`config.mk`:
```
export PLATFORM = sky130hd
export DESIGN_NAME = multiplier_flat
export DESIGN_NICKNAME = d
export VERILOG_FILES = /design/src/rtl/multiplier_pkg.sv /design/src/rtl/multiplier_if.sv /design/src/rtl/multiplier_mul_adder.sv /design/src/rtl/multiplier.sv /design/src/flat_wrapper.sv
export SDC_FILE = /design/constraint.sdc
export NUM_CORES = 1
export LEC_CHECK = 0
export CORE_MARGIN = 3
export CORE_UTILIZATION = 55
export DETAILED_ROUTE_END_ITERATION = 10
export PLACE_DENSITY = 0.78
export SETUP_SLACK_MARGIN = 0.05
export SLEW_MARGIN = 20
export SYNTH_ARGS = -nofsm -noshare
export SYNTH_HDL_FRONTEND = slang
export SYNTH_SLANG_ARGS = --single-unit
```
`constraint.sdc`:
```
create_clock -name ctl_clk -period 8.28 [get_ports ctl_clk]
set_input_delay 1.242 -clock ctl_clk [delete_from_list [all_inputs] [get_ports ctl_clk]]
set_output_delay 1.242 -clock ctl_clk [all_outputs]
set_load 0.05 [all_outputs]
```
`src/rtl/multiplier_pkg.sv`:
```
`default_nettype none
// ============================================================================
// Module  : multiplier_pkg
// Brief   : Shared arithmetic definitions (FSM encoding, counter sizing).
// Rev     : 1.0  initial release
// ============================================================================
package multiplier_pkg;

    typedef enum logic [1:0] {
        IDLE = 2'd0,
        CALC = 2'd1,
        SIGN = 2'd2,
        DONE = 2'd3
    } arith_state_t;

    // Counter must be able to hold the value WIDTH itself, not just WIDTH-1.
    function automatic int cnt_width(input int width);
        return $clog2(width + 1);
    endfunction

endpackage
`default_nettype wire

```
`src/rtl/multiplier_if.sv`:
```
`default_nettype none
// ============================================================================
// Module  : multiplier_if
// Brief   : Operand/result handshake bundle for the sequential multiplier.
// Rev     : 1.0  initial release
// ============================================================================
interface multiplier_if #(
    parameter int C_WIDTH = 32
);
    logic [C_WIDTH-1:0] a;
    logic [C_WIDTH-1:0] b;
    logic               signed_cal;
    logic               trigger;
    logic [C_WIDTH-1:0] p_hi;
    logic [C_WIDTH-1:0] p_lo;
    logic               ready;
    logic               done;

    modport master (
        output a, b, signed_cal, trigger,
        input  p_hi, p_lo, ready, done
    );

    modport slave (
        input  a, b, signed_cal, trigger,
        output p_hi, p_lo, ready, done
    );
endinterface
`default_nettype wire

```
`src/rtl/multiplier_mul_adder.sv`:
```
`default_nettype none
// ============================================================================
// Module  : mul_adder
// Brief   : Partial-sum adder with carry-out; 2-bit lookahead groups or behavioural.
// Rev     : 1.0  initial release
// ============================================================================
module mul_adder #(
    parameter int C_WIDTH = 32,
    parameter bit USE_CLA = 1'b1
) (
    input  wire logic [C_WIDTH-1:0] i_x,
    input  wire logic [C_WIDTH-1:0] i_y,
    output wire logic [C_WIDTH-1:0] o_sum,
    output wire logic               o_cout
);
    localparam int C_GRP = C_WIDTH / 2;

    generate
        if (USE_CLA) begin : g_cla
            wire [C_GRP:0] w_gc;
            assign w_gc[0] = 1'b0;

            for (genvar gi = 0; gi < C_GRP; gi++) begin : g_grp
                wire w_g0 = i_x[2*gi]   & i_y[2*gi];
                wire w_p0 = i_x[2*gi]   ^ i_y[2*gi];
                wire w_g1 = i_x[2*gi+1] & i_y[2*gi+1];
                wire w_p1 = i_x[2*gi+1] ^ i_y[2*gi+1];
                wire w_c1 = w_g0 | (w_p0 & w_gc[gi]);

                // Group carry-out computed directly from the group carry-in.
                assign w_gc[gi+1]    = w_g1 | (w_p1 & w_g0) | (w_p1 & w_p0 & w_gc[gi]);
                assign o_sum[2*gi]   = w_p0 ^ w_gc[gi];
                assign o_sum[2*gi+1] = w_p1 ^ w_c1;
            end

            assign o_cout = w_gc[C_GRP];
        end else begin : g_beh
            assign {o_cout, o_sum} = {1'b0, i_x} + {1'b0, i_y};
        end
    endgenerate
endmodule
`default_nettype wire

```
`src/rtl/multiplier.sv`:
```
`default_nettype none
// ============================================================================
// Module  : multiplier
// Brief   : Sequential shift-add multiplier, signed/unsigned, C_WIDTH+3 cycles.
// Rev     : 1.0  initial release
// ============================================================================
module multiplier
    import multiplier_pkg::*;
#(
    parameter int C_WIDTH = 32,
    parameter bit USE_CLA = 1'b1
) (
    input  wire logic   ctl_clk,
    input  wire logic   reset,
    multiplier_if.slave bus
);
    localparam int                 C_CNT_W    = cnt_width(C_WIDTH);
    localparam logic [C_CNT_W-1:0] C_CNT_LAST = C_CNT_W'(C_WIDTH);
    localparam logic [C_CNT_W-1:0] C_CNT_ONE  = C_CNT_W'(1);

    arith_state_t           state_q,  state_d;
    logic [C_CNT_W-1:0]     cnt_q,    cnt_d;
    logic [C_WIDTH-1:0]     mcand_q,  mcand_d;
    logic [C_WIDTH-1:0]     mplier_q, mplier_d;
    logic                   sign_q,   sign_d;
    logic [2*C_WIDTH-1:0]   acc_q,    acc_d;
    logic [C_WIDTH-1:0]     p_hi_q,   p_hi_d;
    logic [C_WIDTH-1:0]     p_lo_q,   p_lo_d;
    logic                   done_q,   done_d;
    logic                   ready_q,  ready_d;

    logic [C_WIDTH-1:0]     w_addend;
    logic [C_WIDTH-1:0]     w_sum;
    logic                   w_cout;
    logic [2*C_WIDTH-1:0]   w_prod;

    assign w_addend = mplier_q[0] ? mcand_q : '0;

    mul_adder #(
        .C_WIDTH (C_WIDTH),
        .USE_CLA (USE_CLA)
    ) u_adder (
        .i_x    (acc_q[2*C_WIDTH-1:C_WIDTH]),
        .i_y    (w_addend),
        .o_sum  (w_sum),
        .o_cout (w_cout)
    );

    assign w_prod = sign_q ? (~acc_q + 1'b1) : acc_q;

    always_comb begin
        state_d  = state_q;
        cnt_d    = cnt_q;
        mcand_d  = mcand_q;
        mplier_d = mplier_q;
        sign_d   = sign_q;
        acc_d    = acc_q;
        p_hi_d   = p_hi_q;
        p_lo_d   = p_lo_q;

        case (state_q)
            IDLE, DONE: begin
                state_d = IDLE;
                if (bus.trigger) begin
                    // Magnitudes fit in C_WIDTH unsigned bits, including -2^(C_WIDTH-1).
                    mcand_d  = (bus.signed_cal && bus.a[C_WIDTH-1]) ? (~bus.a + 1'b1) : bus.a;
                    mplier_d = (bus.signed_cal && bus.b[C_WIDTH-1]) ? (~bus.b + 1'b1) : bus.b;
                    sign_d   = bus.signed_cal & (bus.a[C_WIDTH-1] ^ bus.b[C_WIDTH-1]);
                    acc_d    = '0;
                    cnt_d    = '0;
                    state_d  = CALC;
                end
            end
            CALC: begin
                if (cnt_q == C_CNT_LAST) begin
                    state_d = SIGN;
                end else begin
                    acc_d    = {w_cout, w_sum, acc_q[C_WIDTH-1:1]};
                    mplier_d = mplier_q >> 1;
                    cnt_d    = cnt_q + C_CNT_ONE;
                end
            end
            SIGN: begin
                p_hi_d  = w_prod[2*C_WIDTH-1:C_WIDTH];
                p_lo_d  = w_prod[C_WIDTH-1:0];
                state_d = DONE;
            end
            default: state_d = IDLE;
        endcase

        ready_d = (state_d == IDLE) || (state_d == DONE);
        done_d  = (state_d == DONE);
    end

    always_ff @(posedge ctl_clk or posedge reset) begin
        if (reset) begin
            state_q  <= IDLE;
            cnt_q    <= '0;
            mcand_q  <= '0;
            mplier_q <= '0;
            sign_q   <= 1'b0;
            acc_q    <= '0;
            p_hi_q   <= '0;
            p_lo_q   <= '0;
            done_q   <= 1'b0;
            ready_q  <= 1'b1;
        end else begin
            state_q  <= state_d;
            cnt_q    <= cnt_d;
            mcand_q  <= mcand_d;
            mplier_q <= mplier_d;
            sign_q   <= sign_d;
            acc_q    <= acc_d;
            p_hi_q   <= p_hi_d;
            p_lo_q   <= p_lo_d;
            done_q   <= done_d;
            ready_q  <= ready_d;
        end
    end

    assign bus.p_hi  = p_hi_q;
    assign bus.p_lo  = p_lo_q;
    assign bus.ready = ready_q;
    assign bus.done  = done_q;
endmodule
`default_nettype wire

```
`src/flat_wrapper.sv`:
```
// flat-port wrapper written by rule: the top's interface ports become plain ports
module multiplier_flat import multiplier_pkg::*;
#(
    parameter int C_WIDTH = 32,
    parameter bit USE_CLA = 1'b1
)
  (ctl_clk, reset, bus_a, bus_b, bus_signed_cal, bus_trigger, bus_p_hi, bus_p_lo, bus_ready, bus_done);
  multiplier_if #(.C_WIDTH(C_WIDTH)) bus_i ();
  input  wire logic ctl_clk;
  input  wire logic reset;
  input wire logic [$bits(bus_i.a)-1:0] bus_a;
  input wire logic [$bits(bus_i.b)-1:0] bus_b;
  input wire logic [$bits(bus_i.signed_cal)-1:0] bus_signed_cal;
  input wire logic [$bits(bus_i.trigger)-1:0] bus_trigger;
  output wire logic [$bits(bus_i.p_hi)-1:0] bus_p_hi;
  output wire logic [$bits(bus_i.p_lo)-1:0] bus_p_lo;
  output wire logic [$bits(bus_i.ready)-1:0] bus_ready;
  output wire logic [$bits(bus_i.done)-1:0] bus_done;
  assign bus_i.a = bus_a;
  assign bus_i.b = bus_b;
  assign bus_i.signed_cal = bus_signed_cal;
  assign bus_i.trigger = bus_trigger;
  assign bus_p_hi = bus_i.p_hi;
  assign bus_p_lo = bus_i.p_lo;
  assign bus_ready = bus_i.ready;
  assign bus_done = bus_i.done;
  multiplier #(.C_WIDTH(C_WIDTH), .USE_CLA(USE_CLA)) u_core (.ctl_clk(ctl_clk), .reset(reset), .bus(bus_i));
endmodule
```
# [Word-level counts from Yosys, hierarchy flattened]
# Index checks and enable logic that the tools add are counted.
[word_totals] inputBits=68 elab_cells=253 output_inout_bits=66 reg_bits=203
[classes] eq_ne=7 n_bitwise=207 n_mux=16 n_reduce_logical=9 add_sub_neg=4
[op_table] op="$mux W64" n=3
[op_table] op="$mux W32" n=5
[op_table] op="$pmux W64 S2" n=1
[op_table] op="$and A1 B1 Y1" n=94
[op_table] op="$add A32 B1 Y32 const B" n=2
[op_table] op="$add A64 B1 Y64 const B" n=1
[op_table] op="$not A32 Y32" n=2
[op_table] op="$not A64 Y64" n=1
[op_table] op="$pmux W32 S2" n=1
[op_table] op="$xor A1 B1 Y1" n=64
[op_table] op="$or A1 B1 Y1" n=46
[op_table] op="$mux W6" n=2
[op_table] op="$pmux W6 S2" n=1
[op_table] op="$add A6 B1 Y6 const B" n=1
[op_table] op="$eq A2 B2 Y1 const B" n=3
[op_table] op="$eq A6 B6 Y1 const B" n=1
[op_table] op="$pmux W2 S3" n=1
[op_table] op="$logic_not A2 Y1" n=2
[op_table] op="$ne A2 B2 Y1 const B" n=2
[op_table] op="$reduce_and A3 Y1" n=1
[op_table] op="$eq A2 B1 Y1 const B" n=1
[op_table] op="$logic_and A1 B1 Y1" n=2
[op_table] op="$mux W2" n=1
[op_table] op="$reduce_and A2 Y1" n=1
[op_table] op="other kinds (4)" n=4

# [Longest topological paths before layout]
[logic_depth] ltp_word=37 ltp_mapped=15 mapped_depth_nobuf=15

# [Hierarchy]
# Synthesis repeated with hierarchy kept, for this count alone.
[hier_totals] hier_cells=1396 hier_area_um2=12172.9
[modules_own_cells] module="multiplier" cells_each=1247 seq_area_each_um2=5081.1 area_each_um2=10822.9 instances=1
[modules_own_cells] module="mul_adder" cells_each=149 seq_area_each_um2=0.0 area_each_um2=1350.0 instances=1

# [Worst setup path before layout]
# No wires, ideal clock.
[synth_path] path_type="input to register" start="in bus_b[8]" end="reg u_core.mplier_q[29]" arrival_time_ps=3234 cell_stages=7 path_slack_ps=4908 path_buffers=0 t_required_ps=8142 setup_time_ps=138 cell_sequence="or4_1 > nor4_1 > nand3b_1 > or3_1 > o31ai_1 > xor2_1 > o22ai_1"
[synth_via] elab_chain_len=5
[synth_lines] element="start, declared" line_no="flat_wrapper.sv:12" text="input wire logic [$bits(bus_i.b)-1:0] bus_b;"
[synth_lines] element="$not A32 Y32" line_no="multiplier.sv:67" text="mplier_d = (bus.signed_cal && bus.b[C_WIDTH-1]) ? (~bus.b + 1'b1) : bus.b;"
[synth_lines] element="$add A32 B1 Y32" line_no="multiplier.sv:67"
[synth_lines] element="$mux W32" line_no="multiplier.sv:67"
[synth_lines] element="$mux W32" line_no="multiplier.sv:64" text="if (bus.trigger) begin"
[synth_lines] element="$pmux W32 S2" line_no="multiplier.sv:61" text="case (state_q)"
[synth_lines] element="end signal, assigned" line_no="multiplier.sv:111" text="mplier_q <= mplier_d;"
[synth_lines] element="end, declared" line_no="multiplier.sv:24" text="logic [C_WIDTH-1:0] mplier_q, mplier_d;"
# Every way passes these cells. The select of a mux whose other input is x is not followed.
# A chain may end at the register's enable or synchronous reset.

# [Worst setup path in the final report]
# Ends and elaborated chain as after synthesis.

==> impl_metrics.tcl <==
set metrics [dict create \
    cp.arrival_ps 4100 \
    synth_nets 1479 \
    drt_pass1_iterations 5 \
    p_leak_nw 6.11 \
    via_per_inst 5.69 \
    synthArstFlopShare_pct 100 \
    drive_above_1_share_pct 4.73 \
    ys_seq_elements 203 \
    core_area_um2 21200 \
    multi_input_area_um2 6430 \
    timing.max_cap.violations 0 \
    fin_ws_ps 4530 \
    numCtsBuffers 23 \
    grt.busiest_layer "met2" \
    slowest_delay_ps 590 \
    clock_latency_ps 510 \
    root_buffer "clkbuf_16" \
    grt.total_usage_pct 22.4 \
    drt_iter0_drc 650 \
    grt_max_degree 131 \
    clk_pin_slew_ps 60 \
    max_freq_mhz 267 \
    ys_types 64 \
    synth.avg_cell_area_um2 8.84 \
    hold_viol 0 \
    die-area_um2 23600 \
    min_period_ps 3750 \
    status "finished clean" \
    ant_nets 0 \
    port_buffers 133 \
    start_kind "primary input" \
    finalSetupTns_ps 0 \
    antenna_found_initial 0 \
    rsz0062_at_grt "no" \
    dp_hpwl_mm 18.6 \
    cts_tree "done" \
    slowest_stage "or4_1" \
    fp-row-count 53 \
    gr-usage-met1_pct 34.3 \
    cp-end-kind "flop" \
    yosys_warnings 0 \
    diodes 0 \
    hold_class "flop to flop" \
    synth_edf_count 0 \
    post_drt_wl_per_cell_um 15.4 \
    hold_buffers 0 \
    synth_seq_area_share_pct 42.4 \
    grt_overflow 0 \
    synth_top_cells_by_area "dfrtp_1, o21ai_0, xnor2_1" \
    hold_slack_ps 474 \
    io_pins 134 \
    drc_errors 0 \
    path_cells "clkdlybuf4s50_1 > or4_1 > nor4_1 > nand3b_1 > or3_1 > o31ai_1 > xor2_1 > o22ai_1" \
    netlist_area_um2 12000 \
    die_w_um 154 \
    relSlewSlack_pct 38.7 \
    setup_viol 0 \
    fin_util_pct 67.2 \
    fin_skew_ps 7.30 \
    ys.flop_type "dfrtp_1" \
    grt_pass1_vias 9252 \
    synth_top_area_cell "dfrtp_1" \
    grt_pass1_wl_mm 45.4 \
    cp.required_ps 8640 \
    fp.dieH_um 154 \
    yosysTopAreaCellShare_pct 42.2 \
    ir_drop_v 0.000176 \
    start_util_pct 56.5 \
    gp_congestion 0.869 \
    grt_util_met3_pct 2.39 \
    synth.most_common_cell "dfrtp_1" \
    worst_pin_slew_ps 920 \
    pre_cts_ws_ps 4070 \
    post_cts_resized 0 \
    cts.sinks 203 \
    h-tree-depth 1 \
    path_class "primary input to flop" \
    regArea_um2 5080 \
    finalNetCount 1565 \
    num_vias 9866 \
    fin_crit_sh_pct 45.3 \
    grt_use_met2_pct 34.7 \
    netlist_instances 1356 \
    num-fill-cells 1704 \
    post_cts_buffers 0 \
    synthTopCellsByCount "dfrtp_1, nand2_1, o21ai_0" \
    cts.path.max_buffers 3 \
    syn2layout_area_growth_pct 19.0 \
    slew_violations 0 \
    p_per_area_nw_per_um2 362 \
    crit_fanout 5 \
    drt_wl_total_mm 26.8 \
]
[stage by stage]
stage,instances,area [µm²],power (mW)
after floorplan,1356,12000,3.43
after global placement,1690,13400,4.06
after detailed placement,1690,13400,4.14
after CTS,1732,14200,5.17
after global routing,1734,14300,5.52
final,1734,14300,5.17
[layout make-up]
class	instances	share of cell area, %
multi-input cells	1018	45.1
flip-flops and latches	203	35.6
repair buffers	140	10.0
clock buffers	36	4.94
well taps	275	2.41
inverters	56	1.53
clock inverters	6	0.412
[registers in the layout, summed over array words and instances (netlist names)]
register          flops
u_core.bus.done       1
u_core.mplier_q      32
u_core.acc_q         64
u_core.bus.p_lo      32
u_core.state_q        2
u_core.cnt_q          6
u_core.bus.ready      1
u_core.mcand_q       32
u_core.bus.p_hi      32
u_core.sign_q         1
[critical path, delay by kind of cell]
kind / cells / cell delay (ps)
XOR/XNOR: 1 / 180
AND/OR/NAND/NOR: 4 / 1880
AO/OA/AOI/OAI: 2 / 350
buffers and inverters: 1 / 450
[layout by cell type, fill, tap and decap left out, types with 37 or more instances in the layout]
master,instances
dfrtp_1,201
nand2_1,163
clkdlybuf4s50_1,133
o21ai_0,129
nor2_1,123
a21oi_1,123
xnor2_1,71
xor2_1,66
inv_1,55
ha_1,37
[cell families after synthesis]
kind of cell / Yosys count / synth area share, %
AOI/OAI and AO/OA: 368 / 18.2
xor gates and xnor gates: 137 / 10.0
adders and majority gates: 55 / 6.74
buffers and inverters: 135 / 4.44
DFF: 203 / 42.4
muxes: 8 / 0.731
and+or+nand+nor: 450 / 17.5
[layer usage]
layer	routed length, µm	part of all wire [%]
met1	12800	48
met5	0	0
met2	12100	45
met3	1400	5.2
met4	463	1.7
[where the power goes]
group	total (mW)	internal (mW)	switching, mW
clock network	1.01	0.613	0.393
logic	2.50	0.903	1.59
registers	1.66	1.36	0.306
total	5.17	2.87	2.29
[final timing paths]
check                                         start             endpoint  slack (ps)  depth (start not counted)
worst max-delay path                       bus_b[8]  u_core.mplier_q[29]        4530                          8
worst min-delay path            u_core.mplier_q[31]  u_core.mplier_q[31]         470                          2
worst max register to register   u_core.mplier_q[0]     u_core.acc_q[61]        4590                         14
worst min register to register  u_core.mplier_q[31]  u_core.mplier_q[31]         470                          2
max in group asynchronous                     reset        u_core.sign_q        5430                          3
min in group asynchronous                     reset   u_core.bus.p_lo[3]        1300                          2
No activity file was read; power rests on OpenSTA's default activity.
